--- src/rtl/mdu_pkg.sv ---
// Shared RV32M definitions: operand width, funct3 encodings, MDU state type
// and the M-extension decode helper.
package mdu_pkg;

    localparam int XLEN = 32;

    typedef logic [XLEN-1:0] data_t;
    typedef logic [31:0]     instr_t;

    localparam logic [6:0] OPCODE_R = 7'b0110011;
    localparam logic [6:0] M_INSTR  = 7'b0000001;

    localparam logic [2:0] F3_MUL    = 3'b000;
    localparam logic [2:0] F3_MULH   = 3'b001;
    localparam logic [2:0] F3_MULHSU = 3'b010;
    localparam logic [2:0] F3_MULHU  = 3'b011;
    localparam logic [2:0] F3_DIV    = 3'b100;
    localparam logic [2:0] F3_DIVU   = 3'b101;
    localparam logic [2:0] F3_REM    = 3'b110;
    localparam logic [2:0] F3_REMU   = 3'b111;

    localparam int MDU_DIV_CYCLES = XLEN;

    typedef enum logic [1:0] {IDLE, MUL, DIV, DONE} mdu_state_t;

    function automatic logic is_m_instr(input instr_t instr);
        return (instr[6:0] == OPCODE_R) && (instr[31:25] == M_INSTR);
    endfunction

endpackage

--- src/rtl/mdu_div.sv ---
// Iterative unsigned radix-2 restoring divider: one quotient bit per step.
// quo_nxt/rem_nxt expose the outcome of the step taken this cycle.
module mdu_div
    import mdu_pkg::*;
(
    input  logic            clk,
    input  logic            rst,
    input  logic            load,
    input  logic            step,
    input  logic [XLEN-1:0] dividend,
    input  logic [XLEN-1:0] divisor,
    output logic [XLEN-1:0] quo_nxt,
    output logic [XLEN-1:0] rem_nxt
);

    logic [XLEN-1:0] quo_q, quo_d;
    logic [XLEN-1:0] rem_q, rem_d;
    logic [XLEN-1:0] dvs_q, dvs_d;
    logic [XLEN:0]   shifted;
    logic [XLEN:0]   diff;

    always_comb begin
        // remainder < divisor always holds, so the trial difference fits in XLEN+1 bits
        shifted = {rem_q, quo_q[XLEN-1]};
        diff    = shifted - {1'b0, dvs_q};
        quo_nxt = {quo_q[XLEN-2:0], ~diff[XLEN]};
        rem_nxt = diff[XLEN] ? shifted[XLEN-1:0] : diff[XLEN-1:0];
        quo_d   = quo_q;
        rem_d   = rem_q;
        dvs_d   = dvs_q;
        if (load) begin
            quo_d = dividend;
            rem_d = '0;
            dvs_d = divisor;
        end else if (step) begin
            quo_d = quo_nxt;
            rem_d = rem_nxt;
        end
    end

    always_ff @(posedge clk) begin
        if (rst) begin
            quo_q <= '0;
            rem_q <= '0;
            dvs_q <= '0;
        end else begin
            quo_q <= quo_d;
            rem_q <= rem_d;
            dvs_q <= dvs_d;
        end
    end

endmodule

--- src/rtl/mdu.sv ---
// RV32M multiply/divide unit: FSM, operand signing, multiply and result override.
// Define MDU_DIV_FAST_SPECIAL_EN to finish divide-by-zero/overflow in one cycle.
module mdu
    import mdu_pkg::*;
(
    input  logic            clk,
    input  logic            rst,
    input  logic            start,
    input  logic [2:0]      funct3,
    input  logic [XLEN-1:0] rs1,
    input  logic [XLEN-1:0] rs2,
    input  logic            flush,
    output logic            busy,
    output logic            done,
    output logic [XLEN-1:0] result
);

    localparam int DIV_CYCLES = MDU_DIV_CYCLES;
    localparam int CW         = $clog2(DIV_CYCLES);

`ifdef MDU_DIV_FAST_SPECIAL_EN
    localparam logic FAST_SPECIAL = 1'b1;
`else
    localparam logic FAST_SPECIAL = 1'b0;
`endif

    mdu_state_t      state_q, state_d;
    logic            busy_q, busy_d;
    logic            done_q, done_d;
    logic [XLEN-1:0] result_q, result_d;
    logic [CW-1:0]   cnt_q, cnt_d;
    logic [2:0]      op_q, op_d;
    logic [XLEN-1:0] a_q, a_d, b_q, b_d;
    logic            dz_q, dz_d, ovf_q, ovf_d;

    logic            accept, dz_in, ovf_in, sgn_in;
    logic            div_load, div_step;
    logic [XLEN-1:0] dvd_in, dvs_in, quo_nxt, rem_nxt;
    logic [XLEN:0]   a33, b33;
    logic [2*XLEN-1:0] prod;

    function automatic logic [XLEN-1:0] special_res(input logic [2:0] f3,
                                                    input logic [XLEN-1:0] a,
                                                    input logic dz);
        if (dz)
            return f3[1] ? a : '1;
        return f3[1] ? '0 : {1'b1, {(XLEN-1){1'b0}}};
    endfunction

    function automatic logic [XLEN-1:0] div_res(input logic [2:0] f3,
                                                input logic [XLEN-1:0] a,
                                                input logic [XLEN-1:0] b,
                                                input logic [XLEN-1:0] q,
                                                input logic [XLEN-1:0] r,
                                                input logic dz, input logic ovf);
        logic sgn;
        if (dz || ovf)
            return special_res(f3, a, dz);
        sgn = !f3[0];
        if (f3[1])
            return (sgn && a[XLEN-1]) ? -r : r;
        return (sgn && (a[XLEN-1] ^ b[XLEN-1])) ? -q : q;
    endfunction

    mdu_div u_div (
        .clk      (clk),
        .rst      (rst),
        .load     (div_load),
        .step     (div_step),
        .dividend (dvd_in),
        .divisor  (dvs_in),
        .quo_nxt  (quo_nxt),
        .rem_nxt  (rem_nxt)
    );

    always_comb begin
        accept = start && !flush && (state_q == IDLE || state_q == DONE);
        sgn_in = !funct3[0];
        dz_in  = (rs2 == '0);
        ovf_in = sgn_in && (rs1 == {1'b1, {(XLEN-1){1'b0}}}) && (rs2 == '1);
        dvd_in = (sgn_in && rs1[XLEN-1]) ? -rs1 : rs1;
        dvs_in = (sgn_in && rs2[XLEN-1]) ? -rs2 : rs2;

        // 33-bit extension per op; the 66-bit product is only needed to bit 63
        a33  = {(op_q != F3_MULHU) & a_q[XLEN-1], a_q};
        b33  = {((op_q == F3_MUL) || (op_q == F3_MULH)) & b_q[XLEN-1], b_q};
        prod = {{(XLEN-1){a33[XLEN]}}, a33} * {{(XLEN-1){b33[XLEN]}}, b33};

        state_d  = state_q;
        busy_d   = busy_q;
        done_d   = done_q;
        result_d = result_q;
        cnt_d    = cnt_q;
        op_d     = op_q;
        a_d      = a_q;
        b_d      = b_q;
        dz_d     = dz_q;
        ovf_d    = ovf_q;
        div_load = 1'b0;
        div_step = 1'b0;

        if (flush) begin
            state_d = IDLE;
            busy_d  = 1'b0;
            done_d  = 1'b0;
        end else begin
            case (state_q)
                IDLE, DONE: begin
                    state_d = IDLE;
                    busy_d  = 1'b0;
                    done_d  = 1'b0;
                    if (accept) begin
                        op_d  = funct3;
                        a_d   = rs1;
                        b_d   = rs2;
                        dz_d  = dz_in;
                        ovf_d = ovf_in;
                        cnt_d = CW'(DIV_CYCLES - 1);
                        if (!funct3[2]) begin
                            state_d = MUL;
                            busy_d  = 1'b1;
                        end else if (FAST_SPECIAL && (dz_in || ovf_in)) begin
                            state_d  = DONE;
                            done_d   = 1'b1;
                            result_d = special_res(funct3, rs1, dz_in);
                        end else begin
                            state_d  = DIV;
                            busy_d   = 1'b1;
                            div_load = 1'b1;
                        end
                    end
                end
                MUL: begin
                    state_d  = DONE;
                    busy_d   = 1'b0;
                    done_d   = 1'b1;
                    result_d = (op_q == F3_MUL) ? prod[XLEN-1:0] : prod[2*XLEN-1:XLEN];
                end
                DIV: begin
                    div_step = 1'b1;
                    if (cnt_q == '0) begin
                        state_d  = DONE;
                        busy_d   = 1'b0;
                        done_d   = 1'b1;
                        result_d = div_res(op_q, a_q, b_q, quo_nxt, rem_nxt, dz_q, ovf_q);
                    end else begin
                        cnt_d = cnt_q - 1'b1;
                    end
                end
                default: begin
                    state_d = IDLE;
                    busy_d  = 1'b0;
                    done_d  = 1'b0;
                end
            endcase
        end
    end

    always_ff @(posedge clk) begin
        if (rst) begin
            state_q  <= IDLE;
            busy_q   <= 1'b0;
            done_q   <= 1'b0;
            result_q <= '0;
            cnt_q    <= '0;
            op_q     <= '0;
            a_q      <= '0;
            b_q      <= '0;
            dz_q     <= 1'b0;
            ovf_q    <= 1'b0;
        end else begin
            state_q  <= state_d;
            busy_q   <= busy_d;
            done_q   <= done_d;
            result_q <= result_d;
            cnt_q    <= cnt_d;
            op_q     <= op_d;
            a_q      <= a_d;
            b_q      <= b_d;
            dz_q     <= dz_d;
            ovf_q    <= ovf_d;
        end
    end

    assign busy   = busy_q;
    assign done   = done_q;
    assign result = result_q;

endmodule

--- config.mk ---
export PLATFORM = sky130hd
export DESIGN_NAME = mdu
export DESIGN_NICKNAME = d
export VERILOG_FILES = /design/src/rtl/mdu_pkg.sv /design/src/rtl/mdu_div.sv /design/src/rtl/mdu.sv
export SDC_FILE = /design/constraint.sdc
export NUM_CORES = 2
export LEC_CHECK = 0
export ABC_AREA = 1
export CAP_MARGIN = 20
export CORE_AREA = 3 3 296 356
export CTS_BUF_LIST = sky130_fd_sc_hd__clkbuf_2
export DETAILED_ROUTE_END_ITERATION = 7
export DIE_AREA = 0 0 299 359
export PLACE_DENSITY = 0.72
export RECOVER_POWER = 50
export SYNTH_ARGS = -nofsm -noshare
export SYNTH_HDL_FRONTEND = slang
export SYNTH_HIERARCHICAL = 1
export SYNTH_SLANG_ARGS = --single-unit
--- constraint.sdc ---
create_clock -name clk -period 12.1 [get_ports clk]
set_input_delay 2.42 -clock clk [delete_from_list [all_inputs] [get_ports clk]]
set_output_delay 2.42 -clock clk [all_outputs]
set_load 0.005 [all_outputs]
==> out/summary.log <==
[floorplan] die width 299 um
[sta] Post-Route Skew 175 ps
[finish] share of post-route cells with drive strength above 1 3.73%
[routing] uppermost metal layer occupied by signal nets met5
[worst_setup_path] arrival time at the worst endpoint 10,870 ps
[floorplan] Die Area 107,000 sq um
[global_route] vias in the first global route 51,040
[yosys] total of flip-flops plus latches after synthesis 206
[clocking] Post-CTS Repair Setup Buffers 0
[outcome] run status finished with violations
[yosys] count of yosys warnings during synthesis 6
[sta] fmax 102 MHz
[power] worst supply voltage drop on vdd 0.269 mV
[yosys] Avg Cell Area, Syn 7.16 sq um
[worst_setup_path] startpoint-to-endpoint class of the critical path flop to flop
[global_route] largest net degree at the start of global routing 68
[routing] average vias per placed instance 5.50
[clocking] TritonCTS clock tree done
[clocking] htree depth 2
[worst_setup_path] kind of start point of the critical path flop
[routing] total iterations of the first detailed-routing run 6
[clocking] clock sink total 206
[worst_setup_path] Reg2Reg Capture Point result[29]
[floorplan] total number of placement rows 128
[power] power density normalized to cell area 116 nW/um^2
[placement] hpwl dp 159,000 um
[worst_setup_path] r2r startpoint op_q[1]
[sta] hold violation total from the final report 0
[finish] number of nets in the layout 9,129
[sta] Finish-stage setup viols 0
[sta] unrepaired setup endpoints after global routing false
[routing] wire length per cell after detailed routing 21.5 um
[worst_setup_path] Worst Path Max Fanout 56
[routing] starting DRC count in detailed routing 4,320
[worst_setup_path] CP Capture Type flop
[job] number of maximum-capacitance violations 5
[worst_setup_path] origin of the worst setup path op_q[1]
[min_path] worst hold stages 2
[worst_setup_path] cell type with the highest occurrence count on the critical path fa_1
[clocking] clock transition time at the flip-flop clock pins of the worst setup and hold paths 100 ps
[outcome] failing checks capacitance limit, slew limit
[yosys] Mapped Nets 9,280
[sta] Worst Max-Slew Pin Slew 3080 ps
[min_path] launch instance of the worst min-delay path result[9]
[finish] relative area change from synthesis to final layout 4.08%
[yosys] Mapped Cells 7,830
[power] leakage power 31.2 nW
[routing] detailed-routed wire length on met3 16,500 um
[sta] total negative slack for setup checks 0 ps
[placement] Port Buf Inserts 104
[floorplan] Core ar. 102,000 sq um
[floorplan] starting utilization of the core area 55.0%
[floorplan] number of primary I/O pins 105
[routing] WL met1 70,000 um
[routing] detailed-route via count 49,996
[routing] Residual DRC 0
[global_route] total track usage 36.8%
[worst_setup_path] cell count of the worst reg-to-reg path 31
[clocking] maximum clock path buffer count 3
[worst_setup_path] largest stage delay on the critical path 840 ps
[worst_setup_path] required arrival time at the worst endpoint 13,160 ps
[min_path] classification of the worst-slack hold path flop to flop
[yosys] sequential cell area fraction in the yosys report 7.36%
[yosys] post-synthesis cell area 56,100 sq um
[clocking] # hold bufs at CTS 0
[finish] total non-filler cell area in the finished layout 58,300 sq um
[clocking] CTS buffer count 61
[sta] clock period minus worst slack 9810 ps
[routing] Total Wirelength 195,000 um
[sta] number of pins exceeding their max-slew limit in the final report 278
[clocking] latest clock arrival within the worst-skew pair 1230 ps
[worst_setup_path] worst reg2reg setup slack 2290 ps
[yosys] number of enable-type register cells in the synthesized netlist 0
[sta] Relative slew margins -105%
[placement] post-place instance area 57,700 sq um
[yosys] Cell variety after synth 55
[placement] gp weighted congestion 1.05
[global_route] wire length of the first global-routing pass 301,000 um
[routing] number of routed nets with antenna violations 0
[yosys] share of async-settable or async-resettable flops after synthesis 0%
[clocking] buffer type at the clock tree root clkbuf_2
[floorplan] Die Y-Extent 359 um
[yosys] leading register cell type out of synthesis dfxtp_1
[clocking] post-cts gate resize count 0
[global_route] overflow left after global routing 0
[global_route] antenna violations before repair 6
[sta] final worst-path cycle share 81.1%
[worst_setup_path] cell at the slowest stage of the critical path fa_1
[min_path] Worst Hold End result[9]
[routing] met2 wire length 92,900 um
## metal layers
metal  up-vias  GRT usage, %
met3       656          6.24
met1     24565          44.4
met4         8          23.0
li1      22418             -
met2      2349          61.2
met5         -             0
## flip-flops by register name (all words and copies together) (netlist names)
register,flops
a_q,32
b_q,32
busy,1
cnt_q,5
done,1
dz_q,1
op_q,3
ovf_q,1
result,32
state_q,2
u_div/dvs_q,32
u_div/quo_q,32
u_div/rem_q,32
## cell usage after synthesis, types with 22 or more instances
cell type     n  area, sq um
a21oi_1     332         1660
buf_2        22          110
buf_4        34          255
clkbuf_1    324         1220
dfxtp_1     206         4120
fa_1       1126        22500
ha_1        253         3170
inv_1      2007         7530
nand2_1    2114         7940
nand3_1     291         1460
nand4_1      42          263
nor2_1      433         1630
nor3_1       35          175
o21ai_0     245         1230
o21bai_1     22          165
xnor2_1      23          201
xor2_1       65          569
## layout make-up
type | instances | area, sq um
fill | 9788 | 43500
multi-input combinational | 5188 | 42600
inverter | 2031 | 7620
sequential | 206 | 4130
tap | 1365 | 1710
timing repair buffer | 191 | 1690
clock buffer | 81 | 405
clock inverter | 29 | 210
antenna | 3 | 7.51
## cell families after synthesis
family / share of synthesized area (%)
buffers and inverters: 16.7
XOR/XNOR: 1.38
adder cells (fa/ha/maj): 45.9
AND/OR/NAND/NOR: 22.0
flip-flops: 7.36
AO/OA/AOI/OAI: 6.71
## cell usage in the layout, fill, tap and decap left out, types with 81 or more instances in the layout
master	synthesis	routed
nand2_1	2114	2115
inv_1	2007	2008
fa_1	1126	1126
nor2_1	433	431
a21oi_1	332	332
nand3_1	291	291
ha_1	253	253
o21ai_0	245	245
dfxtp_1	206	204
clkdlybuf4s50_1	0	102
clkbuf_2	0	81
## critical path, delay by kind of cell, from the launching register on
kind	cells	cell delay, ps
fa+ha+maj	9	5170
simple gates	12	1920
buf+inv	7	1460
compound gates	3	800
flops	1	340
## worst max-delay path by stage
| stage | end | slack (ps) | cells after the start |
|---|---|---|---|
| 2_1_floorplan | result[19] | 4160 | 32 |
| 6_report | result[29] | 2290 | 31 |
| 4_1_cts | result[29] | 2310 | 31 |
| 3_3_place_gp | result[29] | 2540 | 31 |
| 5_1_grt | result[19] | 1740 | 32 |
| 3_5_place_dp | result[29] | 2370 | 31 |
## where the power goes
| group | internal, W | switching, W |
|---|---|---|
| combinational | 0.00167 | 0.00370 |
| clock | 0.000256 | 0.000380 |
| sequential | 0.000718 | 0.0000605 |
| total | 0.00265 | 0.00414 |
## stage by stage
stage,instances,hold WS (ps),setup WS [ps],utilization [%],total power (W)
3_3_place_gp,8980,455,2540,56.7,0.00603
6_report,9094,470,2290,57.3,0.00679
3_5_place_dp,8980,456,2370,56.7,0.00606
2_1_floorplan,7830,434,4160,-,0.00410
5_1_grt,9092,496,1740,57.3,0.00733
4_1_cts,9090,469,2310,57.3,0.00674
No activity file was read; power rests on OpenSTA's default activity.
